`src/rtl/rtl_adder_pipe.sv`:
```
// rtl_adder_pipe -- chunked carry-pipelined adder with valid/ready flow control.
//
// Computes {co, sum} = a + b + ci over WIDTH bits, CHUNK bits per register
// stage (NSTAGES = WIDTH / CHUNK). Stage k adds operand chunk k using the carry
// registered by stage k-1. Completed low result chunks and not-yet-used high
// operand chunks travel along with the carry in per-stage skew registers.
//
// Optional feature: define RTL_ADDER_PIPE_OVF_EN to add the signed-overflow
// output ovf. Without the macro the port and its logic are absent.
//
// Ports:
//   clk        in   sole clock, rising edge
//   rst        in   asynchronous active-high reset
//   in_valid   in   a/b/ci hold a valid operand set
//   in_ready   out  operands accepted this cycle (combinational = advance)
//   a, b       in   WIDTH-bit unsigned addends
//   ci         in   carry-in
//   out_valid  out  sum/co(/ovf) hold a valid result
//   out_ready  in   consumer takes the result this cycle
//   sum        out  WIDTH-bit result
//   co         out  carry-out
//   ovf        out  signed overflow (only with RTL_ADDER_PIPE_OVF_EN)
module rtl_adder_pipe #(
  parameter int WIDTH = 32,
  parameter int CHUNK = 8
) (
  input  logic             clk,
  input  logic             rst,
  input  logic             in_valid,
  output logic             in_ready,
  input  logic [WIDTH-1:0] a,
  input  logic [WIDTH-1:0] b,
  input  logic             ci,
  output logic             out_valid,
  input  logic             out_ready,
  output logic [WIDTH-1:0] sum,
  output logic             co
`ifdef RTL_ADDER_PIPE_OVF_EN
  ,
  output logic             ovf
`endif
);

  // Guarded divisor keeps elaboration alive long enough to report a bad CHUNK.
  localparam int CHUNK_SAFE = (CHUNK >= 1) ? CHUNK : 1;
  localparam int NSTAGES    = ((WIDTH / CHUNK_SAFE) >= 1) ? (WIDTH / CHUNK_SAFE) : 1;

  generate
    if ((CHUNK < 1) || ((WIDTH % CHUNK_SAFE) != 0)) begin : g_param_err
      $error("rtl_adder_pipe: CHUNK must be >= 1 and divide WIDTH");
    end
  endgenerate

  // Per-stage state: valid, carry out of the chunk just added, skewed operands
  // and the partially assembled result.
  logic             v_r [NSTAGES];
  logic             c_r [NSTAGES];
  logic [WIDTH-1:0] a_r [NSTAGES];
  logic [WIDTH-1:0] b_r [NSTAGES];
  logic [WIDTH-1:0] s_r [NSTAGES];

  // What each stage would load on an advancing edge.
  logic             v_src_s [NSTAGES];
  logic             c_src_s [NSTAGES];
  logic [WIDTH-1:0] a_src_s [NSTAGES];
  logic [WIDTH-1:0] b_src_s [NSTAGES];
  logic [WIDTH-1:0] s_src_s [NSTAGES];
  logic [WIDTH-1:0] s_nxt_s [NSTAGES];
  logic [CHUNK_SAFE:0] add_s [NSTAGES];

  logic advance_s;

  // The whole pipe moves as one; a stalled output freezes every stage.
  assign advance_s = !v_r[NSTAGES-1] || out_ready;
  assign in_ready  = advance_s;

  // Stage input selection and the per-stage chunk addition.
  always_comb begin
    v_src_s[0] = in_valid;
    c_src_s[0] = ci;
    a_src_s[0] = a;
    b_src_s[0] = b;
    s_src_s[0] = {WIDTH{1'b0}};
    for (int k = 1; k < NSTAGES; k++) begin
      v_src_s[k] = v_r[k-1];
      c_src_s[k] = c_r[k-1];
      a_src_s[k] = a_r[k-1];
      b_src_s[k] = b_r[k-1];
      s_src_s[k] = s_r[k-1];
    end
    for (int k = 0; k < NSTAGES; k++) begin
      add_s[k] = {1'b0, a_src_s[k][k*CHUNK_SAFE +: CHUNK_SAFE]}
               + {1'b0, b_src_s[k][k*CHUNK_SAFE +: CHUNK_SAFE]}
               + {{CHUNK_SAFE{1'b0}}, c_src_s[k]};
      s_nxt_s[k] = s_src_s[k];
      s_nxt_s[k][k*CHUNK_SAFE +: CHUNK_SAFE] = add_s[k][CHUNK_SAFE-1:0];
    end
  end

  // Stage registers; data only loads behind a valid so bubbles leave the
  // last real result untouched on the outputs.
  always_ff @(posedge clk or posedge rst) begin
    if (rst) begin
      for (int k = 0; k < NSTAGES; k++) begin
        v_r[k] <= 1'b0;
        c_r[k] <= 1'b0;
        a_r[k] <= {WIDTH{1'b0}};
        b_r[k] <= {WIDTH{1'b0}};
        s_r[k] <= {WIDTH{1'b0}};
      end
    end else if (advance_s) begin
      for (int k = 0; k < NSTAGES; k++) begin
        v_r[k] <= v_src_s[k];
        if (v_src_s[k]) begin
          c_r[k] <= add_s[k][CHUNK_SAFE];
          a_r[k] <= a_src_s[k];
          b_r[k] <= b_src_s[k];
          s_r[k] <= s_nxt_s[k];
        end
      end
    end
  end

  assign out_valid = v_r[NSTAGES-1];
  assign sum       = s_r[NSTAGES-1];
  assign co        = c_r[NSTAGES-1];

`ifdef RTL_ADDER_PIPE_OVF_EN
  logic ovf_r;

  // Overflow is formed in the final stage, where the top sum bit first exists.
  always_ff @(posedge clk or posedge rst) begin
    if (rst) begin
      ovf_r <= 1'b0;
    end else if (advance_s && v_src_s[NSTAGES-1]) begin
      ovf_r <= (a_src_s[NSTAGES-1][WIDTH-1] == b_src_s[NSTAGES-1][WIDTH-1]) &&
               (s_nxt_s[NSTAGES-1][WIDTH-1] != a_src_s[NSTAGES-1][WIDTH-1]);
    end
  end

  assign ovf = ovf_r;
`endif

endmodule
```
`config.mk`:
```
export PLATFORM = sky130hd
export DESIGN_NAME = rtl_adder_pipe
export DESIGN_NICKNAME = d
export VERILOG_FILES = /design/src/rtl/rtl_adder_pipe.sv
export SDC_FILE = /design/constraint.sdc
export NUM_CORES = 1
export LEC_CHECK = 0
export CAP_MARGIN = 5
export CORE_MARGIN = 8
export CORE_UTILIZATION = 55
export DETAILED_ROUTE_END_ITERATION = 8
export GPL_TIMING_DRIVEN = 1
export PLACE_DENSITY = 0.82
export RECOVER_POWER = 25
export REMOVE_ABC_BUFFERS = 1
export SLEW_MARGIN = 5
export SYNTH_ARGS = -nofsm -noshare
export SYNTH_HDL_FRONTEND = slang
export SYNTH_SLANG_ARGS = --single-unit
export TNS_END_PERCENT = 10
```
`constraint.sdc`:
```
create_clock -name clk -period 7.4 [get_ports clk]
set_input_delay 1.85 -clock clk [delete_from_list [all_inputs] [get_ports clk]]
set_output_delay 1.85 -clock clk [all_outputs]
set_load 0.01 [all_outputs]
```
==> impl_metrics.env, run 1 <==
export IMPL_outcome="finished with violations"
export IMPL_violations="max-capacitance violations, max-slew violations"
export IMPL_drc=0
export IMPL_rows=44
export IMPL_cp_data_required_time_ns=5.55
export IMPL_holdWs_ns=0.481
export IMPL_synth_commonest_cells="184 x dfrtp_1, 151 x mux2_2, 35 x o21ai_0, 32 x nand2_1, 28 x ha_1"
export IMPL_synth_top_family_by_area="multiplexers"
export IMPL_postSynth_asyncResetShare_pct=100
export IMPL_peakVddDrop_v=0.000223
export IMPL_synth_simple_area_share_pct=3.14
export IMPL_syn_area_per_cell_um2=13.9
export IMPL_cp_end_kind="output pin"
export IMPL_grt_pass1_vias=5273
export IMPL_drt_pre_antenna_iters=4
export IMPL_htree_levels=4
export IMPL_io_pins=104
export IMPL_coreArea_mm2=0.0144
export IMPL_crit_type="input port to output pin"
export IMPL_fin_crit_sh_pct=73.0
export IMPL_ys_ff_latch=184
export IMPL_min_delay_start="s_nxt_s[45]"
export IMPL_area_growth_pct=21.7
export IMPL_synth_mux_area_share_pct=21.2
export IMPL_fillers=1026
export IMPL_grt_antenna_before_repair=1
export IMPL_startpoint_type="input port"
export IMPL_drive_gt1_share_pct=28.9
export IMPL_clkLatencyLatePin_ns=0.43
export IMPL_clock_path_buffers=2
export IMPL_cts_tree="built"
export IMPL_hold_viol_final=0
export IMPL_die_height_um=137
export IMPL_dieArea_mm2=0.0187
export IMPL_layout_min_cycle_time_ns=5.40
export IMPL_postCtsSetupRepairBufs=0
export IMPL_via_per_inst=5.43
export IMPL_initial_core_util_pct=55.7
export IMPL_clk_pin_slew_ns=0.07
export IMPL_numCtsBuffers=17
export IMPL_cts_sinks=184
export IMPL_root_buffer="clkbuf_16"
export IMPL_leakage_nw=4.23
export IMPL_final_nets=784
export IMPL_synthAdderAreaFrac_pct=6.38
export IMPL_dieWidth_um=137
export IMPL_synth_enable_flop_cells=0
export IMPL_synth_main_ff_cell="dfrtp_1"
export IMPL_fin_skew_ns=0.0152
export IMPL_setup_tns_ns=0
export IMPL_dr_first_iter_drc_count=205
export IMPL_tightest_slew_ns=2.38
export IMPL_fin_ws_ns=2.00
export IMPL_finalNonFillerCells=876
export IMPL_synth_largest_area_cell="dfrtp_1"
export IMPL_syn_inst=575
export IMPL_synth_compound_gate_area_share_pct=7.36
export IMPL_grt_max_degree=70
export IMPL_crit_start="out_ready"
export IMPL_fmax_mhz=185
export IMPL_pre_cts_slack_ns=2.43
export IMPL_max_slew_margin_rel_pct=-59.8
export IMPL_worstPathArrival_ns=3.55
export IMPL_num_antenna_cells=0
export IMPL_dp_hpwl_um=10500
export IMPL_synth_warning_count=0
export IMPL_vias=4753
export IMPL_synth_top_cells_by_area="dfrtp_1 57%, mux2_2 21%, ha_1 4.4%"
export IMPL_grt_usage_pct=17.5
export IMPL_ys_seq_area_share_pct=57.5
export IMPL_synth_top_area_share_pct=57.5
export IMPL_p_per_area_mw_per_mm2=445
export IMPL_ctsResizeCount=0
export IMPL_numPortBuffers=103
export IMPL_wl_per_cell_um=17.4
export IMPL_setup_viol=0
export IMPL_grt_first_pass_wirelength_um=25600
export IMPL_maxSlewViolCount=58
export IMPL_cap_viol_max_count=1
export IMPL_grt_overflow=0
export IMPL_routed_wl_um=15300
export IMPL_rsz0062_at_grt="no"
export IMPL_dp_cells=844
export IMPL_syn_cell_area_mm2=0.00801
export IMPL_cp_max_fo=14
export IMPL_synth_xor_xnor_area_share_pct=2.08
export IMPL_place_congestion=0.769
export IMPL_drtAntennaViolNets=0
export IMPL_synth_cell_types=32
export IMPL_cts_hold_buf=0
export IMPL_reg2reg_from="out_valid"
export IMPL_hold_path_class="flip-flop to flip-flop"
export IMPL_yosysMostFrequentCell="dfrtp_1"
-- metal layers --
layer	part of all wire [%]	track usage, %	vias to the layer above
met1	42	20.2	2401
met3	4.1	4.63	20
met5	0.072	0	-
met2	52	30.8	77
met4	1.6	5.86	2
li1	-	-	2253
-- per-stage QoR --
stage	util (%)	total power, mW	cell area, µm²
2_1_floorplan	-	2.90	7880
3_3_place_gp	63.9	3.36	9180
3_5_place_dp	63.9	3.48	9180
4_1_cts	67.9	4.39	9760
5_1_grt	67.8	4.62	9740
6_report	67.8	4.33	9740
-- worst paths after layout --
kind                       slack [ns]     endpoint  cells after the start
hold / removal                   0.48  s_nxt_s[45]                      2
setup / recovery                 2.00     in_ready                      3
min in group asynchronous        2.53       sum[0]                      2
hold reg to reg                  0.48  s_nxt_s[45]                      2
max in group asynchronous        2.63      sum[31]                      3
setup reg to reg                 4.69  s_nxt_s[39]                      4
-- report_power, final --
part | internal, mW | switching [mW] | leakage [nW]
Sequential | 1.46 | 0.253 | 2.19
Clock | 0.480 | 0.399 | 0.268
Combinational | 0.937 | 0.802 | 1.78
-- state kept, by name, summed over array words and instances, names as in the netlist --
register and cells:
a_r 48, s_nxt_s 48, sum 32, c_r 3, co 1, v_r 3
b_r 48, out_valid 1
-- kinds of logic after synthesis --
group / after synthesis
xor+xnor: 19
simple gates: 57
mux: 151
flops: 184
fa+ha+maj: 36
compound gates: 92
buf+inv: 36
-- placed cells by master (no fill, tap or decap), types with 5 or more instances in the layout --
cell / netlist / layout
nand2_2: 3 / 5
dlygate4sd3_1: 0 / 12
o21ai_0: 35 / 35
nand2_1: 32 / 30
xnor2_1: 7 / 7
a21oi_1: 21 / 21
mux2_2: 151 / 151
a211oi_1: 6 / 6
clkbuf_16: 0 / 17
clkinvlp_4: 0 / 5
xor2_1: 12 / 12
fa_1: 8 / 8
dfrtp_1: 184 / 184
clkdlybuf4s50_1: 0 / 91
nand2b_1: 6 / 7
nor2_1: 13 / 13
inv_1: 14 / 13
ha_1: 28 / 28
-- critical path: stages --
cell             delay [ns]
dlygate4sd3_1          0.52
nand2b_1               0.51
clkdlybuf4s50_1        0.67
-- layout make-up --
cell class	count	area (µm²)	area share, %
timing repair buffer	107	1060	10.9
clock inverter	14	140	1.44
clock buffer	18	439	4.51
tap	184	230	2.36
sequential	184	4600	47.3
multi-input combinational	355	3220	33.0
inverter	14	53.8	0.552
No activity file was read; power rests on OpenSTA's default activity.
==> run 2, diff against run 1 <==
--- a/config.mk
+++ b/config.mk
@@ -7,10 +7,10 @@
 export LEC_CHECK = 0
 export CAP_MARGIN = 5
 export CORE_MARGIN = 8
-export CORE_UTILIZATION = 55
+export CORE_UTILIZATION = 50
 export DETAILED_ROUTE_END_ITERATION = 8
 export GPL_TIMING_DRIVEN = 1
-export PLACE_DENSITY = 0.82
+export PLACE_DENSITY = 0.78
 export RECOVER_POWER = 25
 export REMOVE_ABC_BUFFERS = 1
 export SLEW_MARGIN = 5
==> constraint.sdc (replaced) <==
create_clock -name clk -period 4.7 [get_ports clk]
set_input_delay 1.175 -clock clk [delete_from_list [all_inputs] [get_ports clk]]
set_output_delay 1.175 -clock clk [all_outputs]
set_load 0.01 [all_outputs]
==> run 2 against run 1 <==
Compared with the run above:
- the flow still finishes with violations (max-capacitance violations, max-slew violations)
- clock power up 52%
- clock-buffer cell count unchanged
- clock skew down 0.0067 ns
- via count up 0.93%
- non-clock buffer count up 4
- sequential power up 57%
- sequential share of layout area down 0.30 points
- global-route usage down 1.3 points
- wire length up 0.65%
- die area up 8.8%
- critical path type unchanged
- critical endpoint unchanged
==> impl_metrics.env, run 2 (synthesis results as in run 1) <==
export IMPL_outcome="finished with violations"
export IMPL_violations="max-capacitance violations, max-slew violations"
export IMPL_hold_path_class="flip-flop to flip-flop"
export IMPL_numCtsBuffers=17
export IMPL_num_antenna_cells=0
export IMPL_critical_path_max_stage_delay_ns=0.67
export IMPL_die_height_um=143
export IMPL_grt_max_degree=117
export IMPL_crit_type="input port to output pin"
export IMPL_place_congestion=0.760
export IMPL_leakage_nw=4.24
export IMPL_grt_antenna_before_repair=0
export IMPL_p_total_mw=6.78
export IMPL_numPortBuffers=103
export IMPL_cts_hold_buf=0
export IMPL_critPathBufInv=2
export IMPL_whs_path_depth=2
export IMPL_dp_hpwl_um=11000
export IMPL_routed_wl_um=15400
export IMPL_htree_levels=4
export IMPL_rr_endpoint="s_nxt_s[20]"
export IMPL_dieWidth_um=143
export IMPL_hold_end="s_nxt_s[19]"
export IMPL_rows=46
export IMPL_min_delay_start="s_nxt_s[19]"
export IMPL_fin_crit_sh_pct=84.9
export IMPL_maxSlewViolCount=117
export IMPL_clk_pin_slew_ns=0.06
export IMPL_rsz0062_at_grt="no"
export IMPL_final_cell_mix="184 x dfrtp_1, 151 x mux2_2, 101 x clkdlybuf4s50_1"
export IMPL_cp_end_kind="output pin"
export IMPL_final_nets=788
export IMPL_vias=4797
export IMPL_via_per_inst=5.26
export IMPL_dieArea_mm2=0.0203
export IMPL_fin_ws_ns=0.710
export IMPL_clkLatencyLatePin_ns=0.43
export IMPL_grt_overflow=0
export IMPL_setup_viol=0
export IMPL_coreArea_mm2=0.0158
export IMPL_cp_data_required_time_ns=3.52
export IMPL_io_pins=104
export IMPL_area_growth_pct=22.4
export IMPL_max_slew_margin_rel_pct=-57.6
export IMPL_peakVddDrop_v=0.000355
export IMPL_postCtsSetupRepairBufs=0
export IMPL_clock_path_buffers=2
export IMPL_drc=0
export IMPL_cap_viol_max_count=1
export IMPL_cp_max_fo=14
export IMPL_drive_gt1_share_pct=29.0
export IMPL_fin_skew_ns=0.00856
export IMPL_drtAntennaViolNets=0
export IMPL_cts_sinks=184
export IMPL_fillers=1214
export IMPL_final_common_cell="dfrtp_1"
export IMPL_root_buffer="clkbuf_16"
export IMPL_ctsResizeCount=0
export IMPL_startpoint_type="input port"
export IMPL_r2r_setup_slack_ns=2.32
export IMPL_hold_viol_final=0
export IMPL_pre_cts_slack_ns=1.07
export IMPL_worstPathArrival_ns=2.81
export IMPL_ff2ff_path_depth=7
export IMPL_reg2reg_from="c_r[2]"
export IMPL_initial_core_util_pct=50.8
export IMPL_grt_pass1_vias=5199
export IMPL_crit_family="buffers and inverters"
export IMPL_cts_tree="built"
export IMPL_layout_min_cycle_time_ns=3.99
export IMPL_worst_path_max_delay_cell="clkdlybuf4s50_1"
export IMPL_p_per_area_mw_per_mm2=691
export IMPL_wl_per_cell_um=16.9
export IMPL_drt_pre_antenna_iters=4
export IMPL_grt_first_pass_wirelength_um=25800
export IMPL_fmax_mhz=251
export IMPL_tightest_slew_ns=2.36
export IMPL_dr_first_iter_drc_count=265
export IMPL_crit_path_cell_trace="dlygate4sd3_1, nand2b_1, clkdlybuf4s50_1"
export IMPL_postLayoutCoreUtil_pct=62.2
export IMPL_grt_usage_pct=16.2
-- run 2: changes by cell type in the layout (fill, tap and decap cells not counted), moves of 3 or more --
cell,change
buf_4,+4
clkinv_2,+3
dlygate4sd3_1,-10
clkdlybuf4s50_1,+10
-- run 2: where the power goes --
part	internal (mW)	leakage (nW)	total (mW)	switching, mW
clock	0.732	0.259	1.34	0.610
sequential	2.30	2.19	2.69	0.392
combinational	1.51	1.79	2.74	1.24
total	4.54	4.24	6.78	2.24
-- run 2: cell type report --
cell class / count / area [µm²] / area share, %
inverters: 14 / 56.3 / 0.574
well taps: 216 / 270 / 2.76
repair buffers: 111 / 1100 / 11.3
clock inverters: 14 / 126 / 1.29
multi-input cells: 355 / 3210 / 32.8
clock buffers: 18 / 429 / 4.38
flip-flops and latches: 184 / 4600 / 47.0
-- run 2: worst max path at each step --
stage / slack [ns] / startpoint / end / cells past startpoint
after floorplan: -1.48 / rst / a_r[104] / 1
after global placement: 1.07 / out_ready / in_ready / 3
after detailed placement: 1.07 / out_ready / in_ready / 3
after CTS: 1.07 / out_ready / in_ready / 3
after global routing: 0.64 / out_ready / in_ready / 3
final: 0.71 / out_ready / in_ready / 3
-- run 2: per-stage QoR --
stage	TNS, ns	cells	instance area (µm²)	hold slack [ns]
finish	0	912	9800	0.479
detailed placement	0	880	9260	0.471
global placement	0	880	9260	0.458
CTS	0	912	9810	0.487
floorplan	-271.47	553	7880	0.445
global route	0	912	9800	0.507
-- run 2: routing by layer --
| metal | global-route usage [%] | routed length, µm | part of all wire, % | vias to the layer above |
|---|---|---|---|---|
| met5 | 0 | 0 | 0 | - |
| met3 | 4.29 | 657 | 4.3 | 18 |
| met4 | 5.87 | 221 | 1.4 | 0 |
| li1 | - | - | - | 2262 |
| met1 | 19.1 | 6620 | 43 | 2428 |
| met2 | 27.8 | 7890 | 51 | 89 |
-- run 2: worst reg2reg max path: cells and delay by family (launching register included) --
kind,cells,cell delay (ns)
adder cells (fa/ha/maj),2,0.97
AO/OA/AOI/OAI,3,0.58
flip-flops,1,0.41
XOR/XNOR,1,0.15
buffers and inverters,1,0.09
==> run 3, diff against run 2 <==
==> constraint.sdc (replaced) <==
create_clock -name clk -period 3.6 [get_ports clk]
set_input_delay 0.9 -clock clk [delete_from_list [all_inputs] [get_ports clk]]
set_output_delay 0.9 -clock clk [all_outputs]
set_load 0.01 [all_outputs]
==> run 3 against run 2 <==
Compared with the run above:
- highest routed layer unchanged
- final cell count did not move
- sequential power up 31%
- clock power up 39%
- global-route usage is 0.14 points higher
- register-to-register slack lost 1.0 ns
- sequential cell count did not move
- setup slack worse by 0.077 ns
- power rose by 33%
- via count fell by 0.94%
- design area up 0.91%
- die area unchanged
- the flow now finishes without violations
==> impl_metrics.env, run 3 (synthesis results as in run 1) <==
export IMPL_pre_cts_slack_ns=0.378
export IMPL_clock_path_buffers=2
export IMPL_pwr_share_clk_pct=20.7
export IMPL_setup_viol=0
export IMPL_clkLatencyLatePin_ns=0.42
export IMPL_root_buffer="clkbuf_16"
export IMPL_numPortBuffers=103
export IMPL_fin_crit_sh_pct=82.4
export IMPL_coreArea_mm2=0.0158
export IMPL_final_nets=789
export IMPL_wl_per_cell_um=16.8
export IMPL_fin_ws_ns=0.633
export IMPL_grt_antenna_before_repair=0
export IMPL_grtUsageMet1_pct=18.1
export IMPL_cpMostUsedCell="clkdlybuf4s50_1"
export IMPL_grt_busiest_layer="met2"
export IMPL_use_met2_pct=28.9
export IMPL_power_frac_seq_pct=39.2
export IMPL_placed_cell_area_mm2=0.00932
export IMPL_rows=46
export IMPL_postCtsSetupRepairBufs=0
export IMPL_p_int_mw=6.10
export IMPL_cts_tree="built"
export IMPL_max_slew_margin_rel_pct=4.79
export IMPL_fin_skew_ns=0.00704
export IMPL_grt_util_met3_pct=5.03
export IMPL_hold_viol_final=0
export IMPL_vias=4752
export IMPL_grt_first_pass_wirelength_um=26000
export IMPL_place_congestion=0.751
export IMPL_dr_first_iter_drc_count=185
export IMPL_layout_min_cycle_time_ns=2.97
export IMPL_grt_usage_pct=16.3
export IMPL_holdWs_ns=0.480
export IMPL_io_pins=104
export IMPL_startpoint_type="input port"
export IMPL_num_antenna_cells=0
export IMPL_crit_path_cell_trace="clkdlybuf4s50_1, nand2b_4, clkdlybuf4s50_1"
export IMPL_r2r_setup_slack_ns=1.28
export IMPL_tightest_slew_ns=1.43
export IMPL_outcome="complete, no violations"
export IMPL_via_per_inst=5.21
export IMPL_worstPathArrival_ns=2.07
export IMPL_crit_type="input port to output pin"
export IMPL_postLayoutCellArea_mm2=0.00989
export IMPL_drt_pre_antenna_iters=4
export IMPL_cts_sinks=184
export IMPL_grt_overflow=0
export IMPL_cp_end_kind="output pin"
export IMPL_p_per_area_mw_per_mm2=912
export IMPL_final_cell_mix="184 x dfrtp_1, 151 x mux2_2, 102 x clkdlybuf4s50_1"
export IMPL_dieArea_mm2=0.0203
export IMPL_grt_max_degree=65
export IMPL_maxSlewViolCount=0
export IMPL_finalNonFillerCells=912
export IMPL_initial_core_util_pct=50.8
export IMPL_dieWidth_um=143
export IMPL_final_common_cell="dfrtp_1"
export IMPL_drive_gt1_share_pct=29.0
export IMPL_critical_path_max_stage_delay_ns=0.59
export IMPL_combinationalPowerShare_pct=40.1
export IMPL_leakage_nw=4.28
export IMPL_worst_path_max_delay_cell="clkdlybuf4s50_1"
export IMPL_cp_data_required_time_ns=2.70
export IMPL_cap_viol_max_count=0
export IMPL_clk_pin_slew_ns=0.06
export IMPL_hold_path_class="flip-flop to flip-flop"
export IMPL_cp_max_fo=2
export IMPL_numCtsBuffers=17
export IMPL_ctsResizeCount=0
export IMPL_rsz0062_at_grt="no"
export IMPL_postLayoutCoreUtil_pct=62.7
export IMPL_swShare_pct=32.4
export IMPL_cts_hold_buf=0
export IMPL_drc=0
export IMPL_area_growth_pct=23.5
export IMPL_dp_cells=881
export IMPL_htree_levels=4
export IMPL_peakVddDrop_v=0.000399
export IMPL_die_height_um=143
export IMPL_dp_hpwl_um=10900
export IMPL_fmax_mhz=337
export IMPL_power_switching_mw=2.92
export IMPL_routed_wl_um=15300
export IMPL_grt_pass1_vias=5398
export IMPL_drtAntennaViolNets=0
==> run 3: cell count changes in the layout (fill, tap and decap cells not counted), sizes merged <==
cell	previous run	this run
clkbuf	18	22
bufinv	1	3
clkinv	5	3
clkinvlp	6	4
buf	8	7
clkdlybuf4s50	101	102
dlygate4sd3	2	1
inv	16	15
==> run 3: area by class of cell <==
class / count / area [µm²]
Fill cell: 1193 / 5880
Sequential cell: 184 / 4600
Multi-Input combinational cell: 355 / 3220
Timing Repair Buffer: 112 / 1140
Clock buffer: 20 / 447
Tap cell: 216 / 270
Clock inverter: 11 / 148
Inverter: 14 / 57.6
==> run 3: worst max-delay path, delay by kind of cell <==
kind          cells  cell delay (ns)
buf+inv           2             1.05
simple gates      1             0.12
==> run 3: metrics by stage <==
step	TNS, ns	total power, mW
finish	0	9.02
global route	0	9.67
CTS	0	9.15
detailed placement	0	7.22
global placement	0	6.99
floorplan	-423.27	5.96
==> run 3: worst paths after layout <==
check | to | cells after the start | startpoint
max in group asynchronous | b_r[111] | 3 | rst
worst max register to register | s_nxt_s[20] | 7 | c_r[2]
worst max-delay path | in_ready | 3 | out_ready
min in group asynchronous | b_r[121] | 2 | rst
worst min register to register | sum[26] | 2 | sum[26]
worst min-delay path | sum[26] | 2 | sum[26]
==> run 3: power by group through the flow <==
| stage | sequential [mW] | clock (mW) | combinational (mW) |
|---|---|---|---|
| floorplan | 3.47 | 0 | 2.49 |
| global placement | 3.51 | 0 | 3.48 |
| detailed placement | 3.58 | 0 | 3.64 |
| CTS | 3.55 | 1.91 | 3.70 |
| global route | 3.65 | 2.00 | 4.02 |
| finish | 3.53 | 1.86 | 3.62 |
==> run 3: per-layer routing <==
| metal | routed length, µm | part of all wire [%] |
|---|---|---|
| met1 | 6260 | 41 |
| met2 | 7970 | 52 |
| met3 | 782 | 5.1 |
| met4 | 292 | 1.9 |
| met5 | 0 | 0 |
